$ cat config.mk
export PLATFORM = sky130hd
export DESIGN_NAME = cic_decim_ctrl
export DESIGN_NICKNAME = d
export VERILOG_FILES = /design/src/rtl/cic_decim_ctrl.sv
export SDC_FILE = /design/constraint.sdc
export NUM_CORES = 1
export LEC_CHECK = 0
export ABC_AREA = 1
export BUFFER_PORTS_ARGS = -buffer_cell sky130_fd_sc_hd__buf_4
export CAP_MARGIN = 40
export CORE_MARGIN = 8
export CORE_UTILIZATION = 60
export CTS_BUF_LIST = sky130_fd_sc_hd__clkbuf_2 sky130_fd_sc_hd__clkbuf_4 sky130_fd_sc_hd__clkbuf_8
export CTS_CLUSTER_DIAMETER = 100
export DETAILED_ROUTE_END_ITERATION = 12
export MAX_ROUTING_LAYER = met4
export PLACE_DENSITY_LB_ADDON = 0.1
export SLEW_MARGIN = 20
export SYNTH_ARGS = -nofsm -noshare
export SYNTH_HDL_FRONTEND = slang
export SYNTH_SLANG_ARGS = --single-unit
$ cat constraint.sdc
create_clock -name clk -period 5 [get_ports clk]
set_clock_uncertainty 0.2 [all_clocks]
set_input_delay 0.75 -clock clk [delete_from_list [all_inputs] [get_ports clk]]
set_output_delay 0.75 -clock clk [all_outputs]
set_load 0.005 [all_outputs]
$ cat src/rtl/cic_decim_ctrl.sv
// Sequencer and output buffer for one CIC decimator: flush, warm-up discard,
// gain normalisation with saturation, and a small valid/ready output FIFO.
module cic_decim_ctrl #(
    parameter int CIC_WIDTH  = 38,
    parameter int OUT_WIDTH  = 16,
    parameter int SHIFT      = 6,
    parameter int DISCARD    = 3,
    parameter int FLUSH_CYC  = 2,
    parameter int FIFO_DEPTH = 4
) (
    input  logic                 clk,
    input  logic                 reset_n,
    input  logic                 enable,
    input  logic                 in_valid,
    output logic                 cic_ce,
    output logic                 cic_reset,
    input  logic                 cic_ce_out,
    input  logic [CIC_WIDTH-1:0] cic_data,
    output logic [OUT_WIDTH-1:0] out_data,
    output logic                 out_valid,
    input  logic                 out_ready,
    output logic                 overflow,
    output logic [15:0]          drop_count,
    output logic [1:0]           state
);

    localparam logic [1:0] S_IDLE   = 2'd0;
    localparam logic [1:0] S_FLUSH  = 2'd1;
    localparam logic [1:0] S_WARMUP = 2'd2;
    localparam logic [1:0] S_RUN    = 2'd3;

    localparam int PW = (FIFO_DEPTH > 1) ? $clog2(FIFO_DEPTH) : 1;
    localparam int FW = $clog2(FLUSH_CYC + 1);
    localparam int DW = $clog2(DISCARD + 1);

    localparam logic [FW-1:0] FLUSH_LAST = FW'(FLUSH_CYC - 1);
    localparam logic [DW-1:0] DISC_LAST  = DW'(DISCARD - 1);
    localparam logic [PW:0]   DEPTH_C    = (PW + 1)'(FIFO_DEPTH);

    localparam logic signed [CIC_WIDTH-1:0] SAT_MAX =
        {{(CIC_WIDTH - OUT_WIDTH + 1){1'b0}}, {(OUT_WIDTH - 1){1'b1}}};
    localparam logic signed [CIC_WIDTH-1:0] SAT_MIN =
        {{(CIC_WIDTH - OUT_WIDTH + 1){1'b1}}, {(OUT_WIDTH - 1){1'b0}}};

    logic [1:0]           state_q, state_d;
    logic [FW-1:0]        flush_cnt_q, flush_cnt_d;
    logic [DW-1:0]        disc_cnt_q, disc_cnt_d;
    logic                 cic_reset_q, cic_reset_d;
    logic                 overflow_q, overflow_d;
    logic [15:0]          drop_q, drop_d;
    logic [OUT_WIDTH-1:0] mem_q [FIFO_DEPTH];
    logic [OUT_WIDTH-1:0] mem_d [FIFO_DEPTH];
    logic [PW-1:0]        rd_ptr_q, rd_ptr_d, wr_ptr_q, wr_ptr_d;
    logic [PW:0]          count_q, count_d;

    logic                        clear_stats;
    logic signed [CIC_WIDTH-1:0] shifted;
    logic [OUT_WIDTH-1:0]        sample;
    logic                        full, pop, wr_req, wr, drop;

    assign shifted = $signed(cic_data) >>> SHIFT;

    always_comb begin
        if (shifted > SAT_MAX)
            sample = {1'b0, {(OUT_WIDTH - 1){1'b1}}};
        else if (shifted < SAT_MIN)
            sample = {1'b1, {(OUT_WIDTH - 1){1'b0}}};
        else
            sample = shifted[OUT_WIDTH-1:0];
    end

    always_comb begin
        state_d     = state_q;
        flush_cnt_d = flush_cnt_q;
        disc_cnt_d  = disc_cnt_q;
        clear_stats = 1'b0;
        case (state_q)
            S_IDLE: begin
                if (enable) begin
                    state_d     = S_FLUSH;
                    flush_cnt_d = '0;
                    clear_stats = 1'b1;
                end
            end
            S_FLUSH: begin
                if (!enable) begin
                    state_d = S_IDLE;
                end else if (flush_cnt_q == FLUSH_LAST) begin
                    state_d    = S_WARMUP;
                    disc_cnt_d = '0;
                end else begin
                    flush_cnt_d = flush_cnt_q + 1'b1;
                end
            end
            S_WARMUP: begin
                if (!enable) begin
                    state_d = S_IDLE;
                end else if (cic_ce_out) begin
                    // The pulse that completes the discard is itself dropped.
                    if (disc_cnt_q == DISC_LAST) state_d = S_RUN;
                    else                         disc_cnt_d = disc_cnt_q + 1'b1;
                end
            end
            default: begin
                if (!enable) state_d = S_IDLE;
            end
        endcase
        cic_reset_d = (state_d == S_IDLE) || (state_d == S_FLUSH);
    end

    assign cic_ce = in_valid && enable && ((state_q == S_WARMUP) || (state_q == S_RUN));

    always_comb begin
        full   = (count_q == DEPTH_C);
        pop    = (count_q != '0) && out_ready;
        wr_req = (state_q == S_RUN) && cic_ce_out;
        // A pop frees the slot this cycle, so a write into a full FIFO is still taken.
        wr     = wr_req && (!full || pop);
        drop   = wr_req && full && !pop;

        mem_d    = mem_q;
        rd_ptr_d = rd_ptr_q;
        wr_ptr_d = wr_ptr_q;
        count_d  = count_q;
        if (wr) begin
            mem_d[wr_ptr_q] = sample;
            wr_ptr_d        = wr_ptr_q + 1'b1;
        end
        if (pop) rd_ptr_d = rd_ptr_q + 1'b1;
        case ({wr, pop})
            2'b10:   count_d = count_q + 1'b1;
            2'b01:   count_d = count_q - 1'b1;
            default: count_d = count_q;
        endcase

        overflow_d = clear_stats ? 1'b0 : (overflow_q || drop);
        drop_d     = drop_q;
        if (clear_stats)                    drop_d = '0;
        else if (drop && drop_q != 16'hFFFF) drop_d = drop_q + 1'b1;
    end

    always_ff @(posedge clk or negedge reset_n) begin
        if (!reset_n) begin
            state_q     <= S_IDLE;
            flush_cnt_q <= '0;
            disc_cnt_q  <= '0;
            cic_reset_q <= 1'b1;
            overflow_q  <= 1'b0;
            drop_q      <= '0;
            rd_ptr_q    <= '0;
            wr_ptr_q    <= '0;
            count_q     <= '0;
            for (int i = 0; i < FIFO_DEPTH; i++) mem_q[i] <= '0;
        end else begin
            state_q     <= state_d;
            flush_cnt_q <= flush_cnt_d;
            disc_cnt_q  <= disc_cnt_d;
            cic_reset_q <= cic_reset_d;
            overflow_q  <= overflow_d;
            drop_q      <= drop_d;
            rd_ptr_q    <= rd_ptr_d;
            wr_ptr_q    <= wr_ptr_d;
            count_q     <= count_d;
            mem_q       <= mem_d;
        end
    end

    assign cic_reset  = cic_reset_q;
    assign out_valid  = (count_q != '0);
    assign out_data   = out_valid ? mem_q[rd_ptr_q] : '0;
    assign overflow   = overflow_q;
    assign drop_count = drop_q;
    assign state      = state_q;

endmodule

* Word level (Yosys, flattened, before mapping)
Index checks and enable logic that the tools add are counted.
Word-level totals: logic and storage cells 101, bits of input ports 44, flip-flop bits (word level) 95
Operators by class: multiplexer cells 33, equality and inequality tests 17, add/sub/neg operators 7, $lt $le $gt $ge 5, bitwise logic cells 2, reductions and logical operators 24
Operators by type and width (number):
- two-way mux 16 bit | 8
- bitwise mux 64 bit | 1
- binary-select mux 16 bit (select 2 bit) | 1
- demux 16 bit (select 2 bit) | 1
- > comparator 32 x 16 -> 1 bit, second input constant | 1
- < comparator 32 x 16 -> 1 bit, second input constant | 1
- two-way mux 2 bit | 15
- adder 16 x 1 -> 16 bit, second input constant | 1
- inequality test 16 bit, second input constant | 1
- inequality test 2 bit, second input constant | 7
- logical AND 1 bit | 9
- adder 2 x 1 -> 2 bit, second input constant | 4
- equality test 2 x 1 -> 1 bit, second input constant | 4
- equality test 2 bit, second input constant | 4
- case mux 2 bit (2 select lines) | 2
- nonzero test 2 bit | 4
- >= comparator 3 bit, second input constant | 2
- inverter 2 -> 3 bit | 2
- case mux 2 bit (3 select lines) | 1
- case mux 3 bit (2 select lines) | 1
- AND reduction 6 bit | 1
- zero test 2 bit | 2
- logical OR 1 bit | 4
- AND reduction 4 bit | 1
- 7 further kinds | 10

* Longest topological paths before layout
Gate-level depths: netlist of run 1.
word-level depth 7, mapped depth 10, gate-level depth less buffers 10

* Worst setup path after synthesis of run 1
Ideal clock, no wire load.
kind in2reg, start point input out_ready, end point register count_q[2], buffers on the path 0, arrival 2.019 ns, path slack 2.650 ns, setup time 0.131 ns, required time 4.669 ns, stages on the path 9, path through inv_1 > nand3_2 > nand2_4 > ha_1 > inv_1 > fa_1 > a21oi_1 > o21ai_0 > xor2_1
On the way: cells in the longest elaborated chain, start to end 5, elaborated cells between the ends (all ways) 7, those cells by class eq/ne: 2; mux: 1; reduce/logical: 4
RTL lines:
- from (decl) | line 21 | input logic out_ready,
- logical AND 1 bit * | line 115 | pop = (count_q != '0) && out_ready;
- logical OR 1 bit | line 118 | wr = wr_req && (!full || pop);
- logical AND 1 bit | line 118
- equality test 2 x 1 -> 1 bit / equality test 2 bit (equally long branches) | line 130 | case ({wr, pop})
- case mux 3 bit (2 select lines) / nonzero test 2 bit (equally long branches)
- to (signal assigned) | line 163 | count_q <= count_d;
- to (decl) | line 54 | logic [PW:0] count_q, count_d;
Mark *: on every way between the ends. The rest lies on a longest branch, timed or not. A chain may end at the register's enable or synchronous reset.

* Final worst setup path of run 1
start point register rd_ptr_q[1], end point output out_data[4]
On the way: cells in the longest elaborated chain, start to end 5
RTL lines:
- from (decl) | line 53 | logic [PW-1:0] rd_ptr_q, rd_ptr_d, wr_ptr_q, wr_ptr_d;
- from (signal assigned) | line 161 | rd_ptr_q <= rd_ptr_d;
- inverter 2 -> 3 bit (implied by the code) | line 170 | assign out_data = out_valid ? mem_q[rd_ptr_q] : '0;
- binary-select mux 16 bit (select 2 bit) | line 170
- two-way mux 16 bit (implied by the code) (2 in series) | line 170
- two-way mux 16 bit | line 170
- to (decl) | line 19 | output logic [OUT_WIDTH-1:0] out_data,
Every way passes these cells. The select of a mux whose other input is x is not followed.

==> flow_metrics.tcl, run 1 <==
set metrics [dict create \
    fin_crit_ns 3.56 \
    async_flop_share_pct 100 \
    antenna_cells 0 \
    first_global_vias 4689 \
    synth_top_area_share_pct 46.8 \
    antenna_found_initial 0 \
    layout.cells.non_filler 869 \
    grt_pass1_wl_um 21300 \
    status "completed" \
    maxCapViolCount 0 \
    ff2ff_path_depth 10 \
    nets 812 \
    critical_path_class "flip-flop to output port" \
    ys_types 28 \
    clockBufferDepth 2 \
    synthesis.area_um2 5030 \
    gp_congestion 0.826 \
    rows 33 \
    preCtsSetupSlack_ns 1.88 \
    p_leak_nw 3.11 \
    cts_resized 0 \
    netlist_top_cells_area "dfrtp_1 47%, nand2_1 23%, nor2_1 7.9%" \
    cp.required_ns 4.05 \
    die_y_um 108 \
    synth_most_common_cell "nand2_1" \
    cts_root_buffer "clkbuf_8" \
    ant_nets 0 \
    fin_crit_sh_pct 71.2 \
    track_usage_pct 23.1 \
    routed_wl_um 12400 \
    synth_edf_count 0 \
    worst_pin_slew_ns 0.713 \
    area_growth_pct 15.7 \
    cp-start-kind "flip-flop" \
    hp-class "input port to asynchronous set/reset pin" \
    via_per_inst 5.29 \
    cts-htree-levels 3 \
    rsz0062_at_grt "no" \
    hpwl_um 8510 \
    synth_area_leader_cell "dfrtp_1" \
    syn_nets 748 \
    cts_tree "built" \
    layout_setup_ws_ns 1.44 \
    port_buffers 75 \
    overflow 0 \
    hold_viol_final 0 \
    cts-hold-fix-buffers 0 \
    syn_avg_cell_area_um2 7.23 \
    finalHoldWorstSlack_ns 0.213 \
    relSlewSlack_pct 52.5 \
    ys_seq_elements 95 \
    drtIter0Drc 273 \
    cts_setup_buffers 0 \
    drcViolationCount 0 \
    insertion_delay_ns 0.36 \
    die_area_um2 11600 \
    grt_start_max_net_pins 55 \
    vdd_ir_drop_max_v 0.000211 \
    start_util_pct 61.5 \
    wl_per_cell_um 14.3 \
    cts_made_buffers 9 \
    setup_viol 0 \
    clock.fmax_mhz 281 \
    cts.sink_count 95 \
    postSynthCellCount 695 \
    power.density_nw_per_um2 443 \
    core_area_um2 8180 \
    fin_util_pct 71.2 \
    cp_max_fo 17 \
    clk_pin_slew_worst_paths_ns 0.10 \
    ys_top_cells_by_count "307 x nand2_1, 106 x nor2_1, 94 x dfrtp_1, 42 x o21ai_0, 30 x inv_1" \
    ios 82 \
    place_inst 853 \
    fp.dieW_um 108 \
    yosysWarnings 0 \
    reg2reg_slack_ns 2.12 \
    setup_tns_ns 0 \
    slew_violations 0 \
    end_kind "output port" \
    drtPass1Iterations 6 \
    drive_above_1_share_pct 14.5 \
    r2r-end "count_q[2]" \
    crit_arrival_ns 2.61 \
    num_vias 4599 \
    r2r_start "count_q[0]" \
    synth-seq-area-share_pct 47.3 \
    synth-main-ff-cell "dfrtp_1" \
]
## cell usage in the layout, fill, tap and decap left out, types with 2 or more instances in the layout
master	count
nand4_1	10
buf_4	77
o21ai_0	42
clkbuf_8	9
clkinvlp_4	2
clkbuf_4	2
o21ai_2	2
xnor2_1	2
nand2_1	307
nor2_4	5
nand3_1	10
dfrtp_1	94
clkinv_1	3
ha_1	8
a21oi_1	21
nor2_1	106
nand3_2	2
inv_2	4
nand2_4	2
inv_1	30
o21ai_1	3
o21bai_1	5
xor2_1	10
## sequential cells by signal, indices dropped and copies added, names as in the netlist
signal / flops
flush_cnt_q: 2
drop_count: 16
count_q: 3
wr_ptr_q: 2
overflow: 1
cic_reset: 1
disc_cnt_q: 2
state: 2
mem_q: 64
rd_ptr_q: 2
## per-layer routing
layer	track usage, %	vias to the layer above	share of wire, %
li1	-	2282	-
met1	28.6	2140	43
met2	38.0	166	50
met3	3.53	11	7.1
met4	7.63	0	0.80
met5	-	-	0
## power breakdown
part | total (W) | internal, W | switching [W]
registers | 0.00110 | 0.000964 | 0.000131
logic | 0.000972 | 0.000405 | 0.000567
clock network | 0.000512 | 0.000243 | 0.000270
## cells by family after synthesis
kind of cell,count (synthesis),share of synthesized area (%)
AO/OA/AOI/OAI,74,7.82
AND/OR/NAND/NOR,443,35.2
buffers and inverters,62,5.20
flip-flops,95,47.3
XOR/XNOR,12,2.09
adder cells (fa/ha/maj),9,2.39
## worst max-delay path, cell delays in order (launching register included)
cell,delay [ns]
dfrtp_1,0.78
clkinv_1,0.73
nor2_1,0.25
o21ai_0,0.11
a21oi_1,0.22
buf_4,0.17
## cell type report
cell class | count | area, um^2
clock buffers | 11 | 139
clock inverters | 5 | 58.8
fillers | 703 | 2360
inverters | 38 | 145
multi-input cells | 538 | 2390
flip-flops and latches | 95 | 2380
well taps | 105 | 131
repair buffers | 77 | 578
## how the worst max path moves through the flow
stage,startpoint,to,slack [ns],depth (start not counted)
global route,rd_ptr_q[1],out_data[2],1.32,5
CTS,rd_ptr_q[1],out_data[9],1.47,5
finish,rd_ptr_q[1],out_data[4],1.44,5
floorplan,out_ready,count_q[2],2.65,9
global placement,rd_ptr_q[1],out_data[4],1.92,5
detailed placement,rd_ptr_q[1],out_data[4],1.88,5
## stage by stage
stage          instance area, um^2  total power, W
6_report                      5820         0.00258
4_1_cts                       5820         0.00259
3_3_place_gp                  5620         0.00204
3_5_place_dp                  5620         0.00208
2_1_floorplan                 5030         0.00170
5_1_grt                       5820         0.00276
No activity file was read; power rests on OpenSTA's default activity.
==> run 2: changes to the inputs <==
Settings changed: ABC_AREA 1 to 0, CORE_UTILIZATION 60 to 58.
Clock period 5 ns to 3.7 ns, I/O delays scaled along.
==> flow_metrics.tcl, run 2 <==
set metrics [dict create \
    multi_input_area_um2 2060 \
    seqPwrFrac_pct 44.0 \
    relSlewSlack_pct 46.8 \
    cp-start-kind "flip-flop" \
    synth_most_common_cell "dfrtp_1" \
    ys_seq_elements 95 \
    slew_violations 0 \
    largest_reg_flops 64 \
    num_vias 3576 \
    area_growth_pct 18.2 \
    clk_pin_slew_worst_paths_ns 0.09 \
    worst_pin_slew_ns 0.795 \
    synthesis.area_um2 4620 \
    insertion_delay_ns 0.35 \
    synth-main-ff-cell "dfrtp_1" \
    power_frac_clock_pct 20.0 \
    via_per_inst 5.82 \
    cts_root_buffer "clkbuf_8" \
    whs_path_depth 2 \
    clockBufferDepth 2 \
    ff2ff_path_depth 8 \
    ios 82 \
    drive_above_1_share_pct 26.0 \
    drtPass1Iterations 4 \
    mostFrequentLayoutCells "94 x dfrtp_1, 79 x buf_4, 73 x nor2_1" \
    cts_made_buffers 9 \
    synth_edf_count 0 \
    synth_area_leader_cell "dfrtp_1" \
    port_buffers 75 \
    final_common_cell "dfrtp_1" \
    holdPathEnd "disc_cnt_q[0]" \
    area.sequential_um2 2380 \
    r2r-end "count_q[2]" \
    crit_arrival_ns 1.91 \
    nets 560 \
    postSynthCellCount 437 \
    synth-seq-area-share_pct 51.5 \
    track_usage_pct 20.7 \
    vdd_ir_drop_max_v 0.000257 \
    drtIter0Drc 162 \
    rows 32 \
    fillers 588 \
    ys_types 49 \
    wl_per_cell_um 17.2 \
    p_int_w 0.00246 \
    critical_path_class "flip-flop to output port" \
    cts_setup_buffers 0 \
    cts_resized 0 \
    hpwl_um 7020 \
    p_leak_nw 2.56 \
    grt_pass1_wl_um 18100 \
    cp_max_fo 18 \
    overflow 0 \
    antenna_cells 0 \
    end_kind "output port" \
    cts.sink_count 95 \
    top_register "mem_q" \
    rsz0062_at_grt "no" \
    hold_viol_final 0 \
    setup_viol 0 \
    pwr-share-comb_pct 36.0 \
    grt_start_max_net_pins 63 \
    setup_tns_ns 0 \
    place_inst 595 \
    netlist_top_cells_area "dfrtp_1 51%, mux4_2 7.8%, a21oi_1 7.0%" \
    status "completed" \
    cp.required_ns 2.94 \
    power.density_nw_per_um2 656 \
    core_area_um2 7730 \
    clock.fmax_mhz 375 \
    r2r_start "count_q[0]" \
    fin_crit_ns 2.67 \
    min-delay-start "enable" \
    fp.dieW_um 105 \
    first_global_vias 3670 \
    ant_nets 0 \
    die_area_um2 11100 \
    ys_top_cells_by_count "94 x dfrtp_1, 73 x nor2_1, 65 x a21oi_1, 27 x nand2_1, 19 x and2_1" \
    fin_crit_sh_pct 72.1 \
    hp-class "input port to flip-flop" \
    maxCapViolCount 0 \
    cts-hold-fix-buffers 0 \
    antenna_found_initial 0 \
    die_y_um 105 \
    async_flop_share_pct 100 \
    drcViolationCount 0 \
    routed_wl_um 10600 \
    swShare_pct 31.3 \
    synth_top_area_share_pct 50.9 \
    cts-htree-levels 3 \
    gp_congestion 0.804 \
    yosysWarnings 0 \
    p_sw_w 0.00112 \
    syn_nets 490 \
    start_util_pct 59.8 \
    reg2reg_slack_ns 1.15 \
    syn_avg_cell_area_um2 10.6 \
    cts_tree "built" \
    layout.cells.non_filler 614 \
]
-- run 2: cell types whose count changed in the layout (fill, tap and decap cells not counted), moves of 16 or more --
cell / delta
a21oi_1: +44
and2_1: +19
inv_1: -20
mux4_2: +16
nand2_1: -280
nor2_1: -33
o21ai_0: -32
-- run 2: cell families after synthesis --
| family | count (synthesis) | share of synthesized area, % |
|---|---|---|
| XOR/XNOR | 12 | 2.27 |
| multiplexers | 21 | 8.99 |
| buffers and inverters | 33 | 4.20 |
| AND/OR/NAND/NOR | 173 | 19.1 |
| adder cells (fa/ha/maj) | 9 | 2.60 |
| flip-flops | 95 | 51.5 |
| AO/OA/AOI/OAI | 94 | 11.4 |
-- run 2: per-layer routing --
| metal | up-vias | global-route usage, % | part of all wire, % |
|---|---|---|---|
| met1 | 1763 | 25.4 | 42 |
| met5 | - | - | 0 |
| met2 | 135 | 33.2 | 50 |
| li1 | 1667 | - | - |
| met4 | 0 | 5.30 | 1.2 |
| met3 | 11 | 5.48 | 7.2 |
-- run 2: area by class of cell --
type / instances / share of cell area [%]
sequential: 95 / 43.6
multi-input combinational: 309 / 37.7
timing repair buffer: 82 / 11.8
clock buffer: 11 / 2.77
tap: 102 / 2.34
clock inverter: 5 / 1.17
inverter: 10 / 0.687
-- run 2: stage by stage --
stage	util, %	hold WS (ns)	power, W	setup slack (ns)	cell area [um^2]
after floorplan	-	0.0594	0.00243	1.08	4620
after global placement	67.2	0.263	0.00283	0.976	5190
after detailed placement	67.2	0.277	0.00288	0.945	5190
after CTS	70.0	0.0874	0.00360	0.931	5410
after global routing	70.7	0.244	0.00386	0.931	5460
final	70.7	0.251	0.00358	1.03	5460
-- run 2: worst max path at each step --
stage | slack, ns | endpoint | depth (start not counted) | from
after floorplan | 1.08 | count_q[2] | 10 | out_ready
after global placement | 0.98 | count_q[2] | 10 | out_ready
after detailed placement | 0.95 | count_q[2] | 10 | out_ready
after CTS | 0.93 | out_data[12] | 3 | rd_ptr_q[1]
after global routing | 0.93 | count_q[2] | 8 | count_q[0]
final | 1.03 | out_data[12] | 4 | rd_ptr_q[0]
-- run 2: power by group through the flow --
stage               clock [W]  sequential, W  combinational (W)
floorplan                   0        0.00154           0.000885
global placement            0        0.00162            0.00121
detailed placement          0        0.00164            0.00125
CTS                  0.000732        0.00161            0.00126
global route         0.000775        0.00163            0.00146
finish               0.000716        0.00158            0.00129
-- run 2: critical path: stages, from the launching register on --
cell and delay (ns):
dfrtp_1 0.34, buf_4 0.33, mux4_2 0.57, and2_1 0.18, buf_4 0.13
==> run 3: changes to the inputs <==
Settings changed: ABC_AREA 0 to 1, CORE_UTILIZATION 58 to 59.
Clock period 3.7 ns to 2.6 ns, I/O delays scaled along.
==> flow_metrics.tcl, run 3 (synthesis results as in run 1) <==
set metrics [dict create \
    antenna_found_initial 0 \
    die_y_um 108 \
    cp-start-kind "flip-flop" \
    insertion_delay_ns 0.36 \
    fin_crit_ns 2.39 \
    clockBufferDepth 2 \
    min-delay-start "cic_data[37]" \
    holdPathEnd "mem_q[63]" \
    cts_root_buffer "clkbuf_8" \
    start_util_pct 60.9 \
    cts_setup_buffers 0 \
    cp_max_fo 14 \
    top_register "mem_q" \
    design_area_um2 5950 \
    place_inst 862 \
    critical_path_class "flip-flop to output port" \
    hp-class "input port to flip-flop" \
    core_area_um2 8260 \
    cts_made_buffers 9 \
    via_per_inst 5.38 \
    antenna_cells 0 \
    reg2reg_slack_ns 0.32 \
    preCtsSetupSlack_ns 0.341 \
    drcViolationCount 0 \
    r2r-end "count_q[2]" \
    fp.dieW_um 108 \
    cts.sink_count 95 \
    area_growth_pct 18.3 \
    slew_violations 0 \
    largest_reg_flops 64 \
    rows 33 \
    drtIter0Drc 297 \
    cts-htree-levels 3 \
    layout_setup_ws_ns 0.208 \
    relSlewSlack_pct 61.7 \
    p_leak_nw 3.17 \
    crit_family "flip-flops" \
    crit_arrival_ns 1.80 \
    status "completed" \
    nets 822 \
    worst_pin_slew_ns 0.574 \
    crit_slowest_cell "dfrtp_2" \
    cp.required_ns 2.01 \
    gp_congestion 0.829 \
    clk_pin_slew_worst_paths_ns 0.09 \
    ant_nets 0 \
    ios 82 \
    die_area_um2 11700 \
    end_kind "output port" \
    hpwl_um 8940 \
    maxCapViolCount 0 \
    setup_viol 0 \
    layout.cells.non_filler 879 \
    clock.fmax_mhz 418 \
    routed_wl_um 13100 \
    grt_pass1_wl_um 22100 \
    hold_viol_final 0 \
    first_global_vias 4736 \
    num_vias 4733 \
    wl_per_cell_um 14.9 \
    setup_tns_ns 0 \
    whs_path_depth 3 \
    vdd_ir_drop_max_v 0.000427 \
    r2r_start "count_q[0]" \
    rsz0062_at_grt "no" \
    drive_above_1_share_pct 15.8 \
    track_usage_pct 24.1 \
    ff2ff_path_depth 9 \
    fin_util_pct 72.0 \
    power.density_nw_per_um2 868 \
    drtPass1Iterations 5 \
    grt_start_max_net_pins 46 \
    max_stage_delay_ns 0.54 \
    mostFrequentLayoutCells "307 x nand2_1, 106 x nor2_1, 93 x dfrtp_1" \
    worstPathCellList "buf_4 > nor2_1 > nor2_1 > o21ai_0 > a21oi_1 > buf_4" \
    overflow 0 \
    port_buffers 75 \
    final_common_cell "nand2_1" \
    fin_crit_sh_pct 92.0 \
    cts_tree "built" \
    place_area_um2 5700 \
    critPathBufInv 2 \
]
run 3: worst reg2reg max path: cells and delay by family (launching register included):
family	cells	cell delay [ns]
compound gates	2	0.27
flops	1	0.41
fa+ha+maj	2	0.55
buf+inv	1	0.07
simple gates	3	0.52
xor+xnor	1	0.15
run 3: final cells by class:
class / count / area, um^2
Tap cell: 105 / 131
Clock inverter: 5 / 80.1
Clock buffer: 11 / 151
Fill cell: 684 / 2310
Multi-Input combinational cell: 538 / 2390
Inverter: 38 / 151
Sequential cell: 95 / 2380
Timing Repair Buffer: 87 / 668
run 3: how the worst max path moves through the flow:
stage | from | end | slack (ns) | depth (start not counted)
after floorplan | count_q[0] | count_q[2] | 0.44 | 10
after global placement | out_ready | count_q[2] | 0.41 | 10
after detailed placement | count_q[0] | count_q[2] | 0.34 | 9
after CTS | rd_ptr_q[1] | out_data[14] | 0.03 | 5
after global routing | rd_ptr_q[1] | out_data[14] | 0.04 | 5
final | rd_ptr_q[0] | out_data[4] | 0.21 | 6
run 3: power by group:
part	internal (W)	leakage, nW	switching (W)
Sequential	0.00186	1.27	0.000254
Clock	0.000593	0.112	0.000516
Combinational	0.000813	1.79	0.00113
run 3: routing by layer:
metal  vias up  share of wire, %  GRT usage, %
met5         -                 0             -
met4         0               1.3          9.19
met3        17               9.1          3.21
met2       192                48          39.0
met1      2226                42          30.1
li1       2298                 -             -
run 3: what timing repair did:
action / in CTS / in global routing
hold buffers: 1 / 0
hold endpoints to repair: 28 / 0
resized for setup: 0 / 4
endpoints found under the setup margin: 0 / 11
run 3: metrics by stage:
step           hold slack (ns)  power, W
5_1_grt                  0.119   0.00554
3_3_place_gp             0.149   0.00396
6_report                0.0987   0.00516
4_1_cts                 0.0821   0.00517
3_5_place_dp             0.153   0.00404
2_1_floorplan           -0.106   0.00328
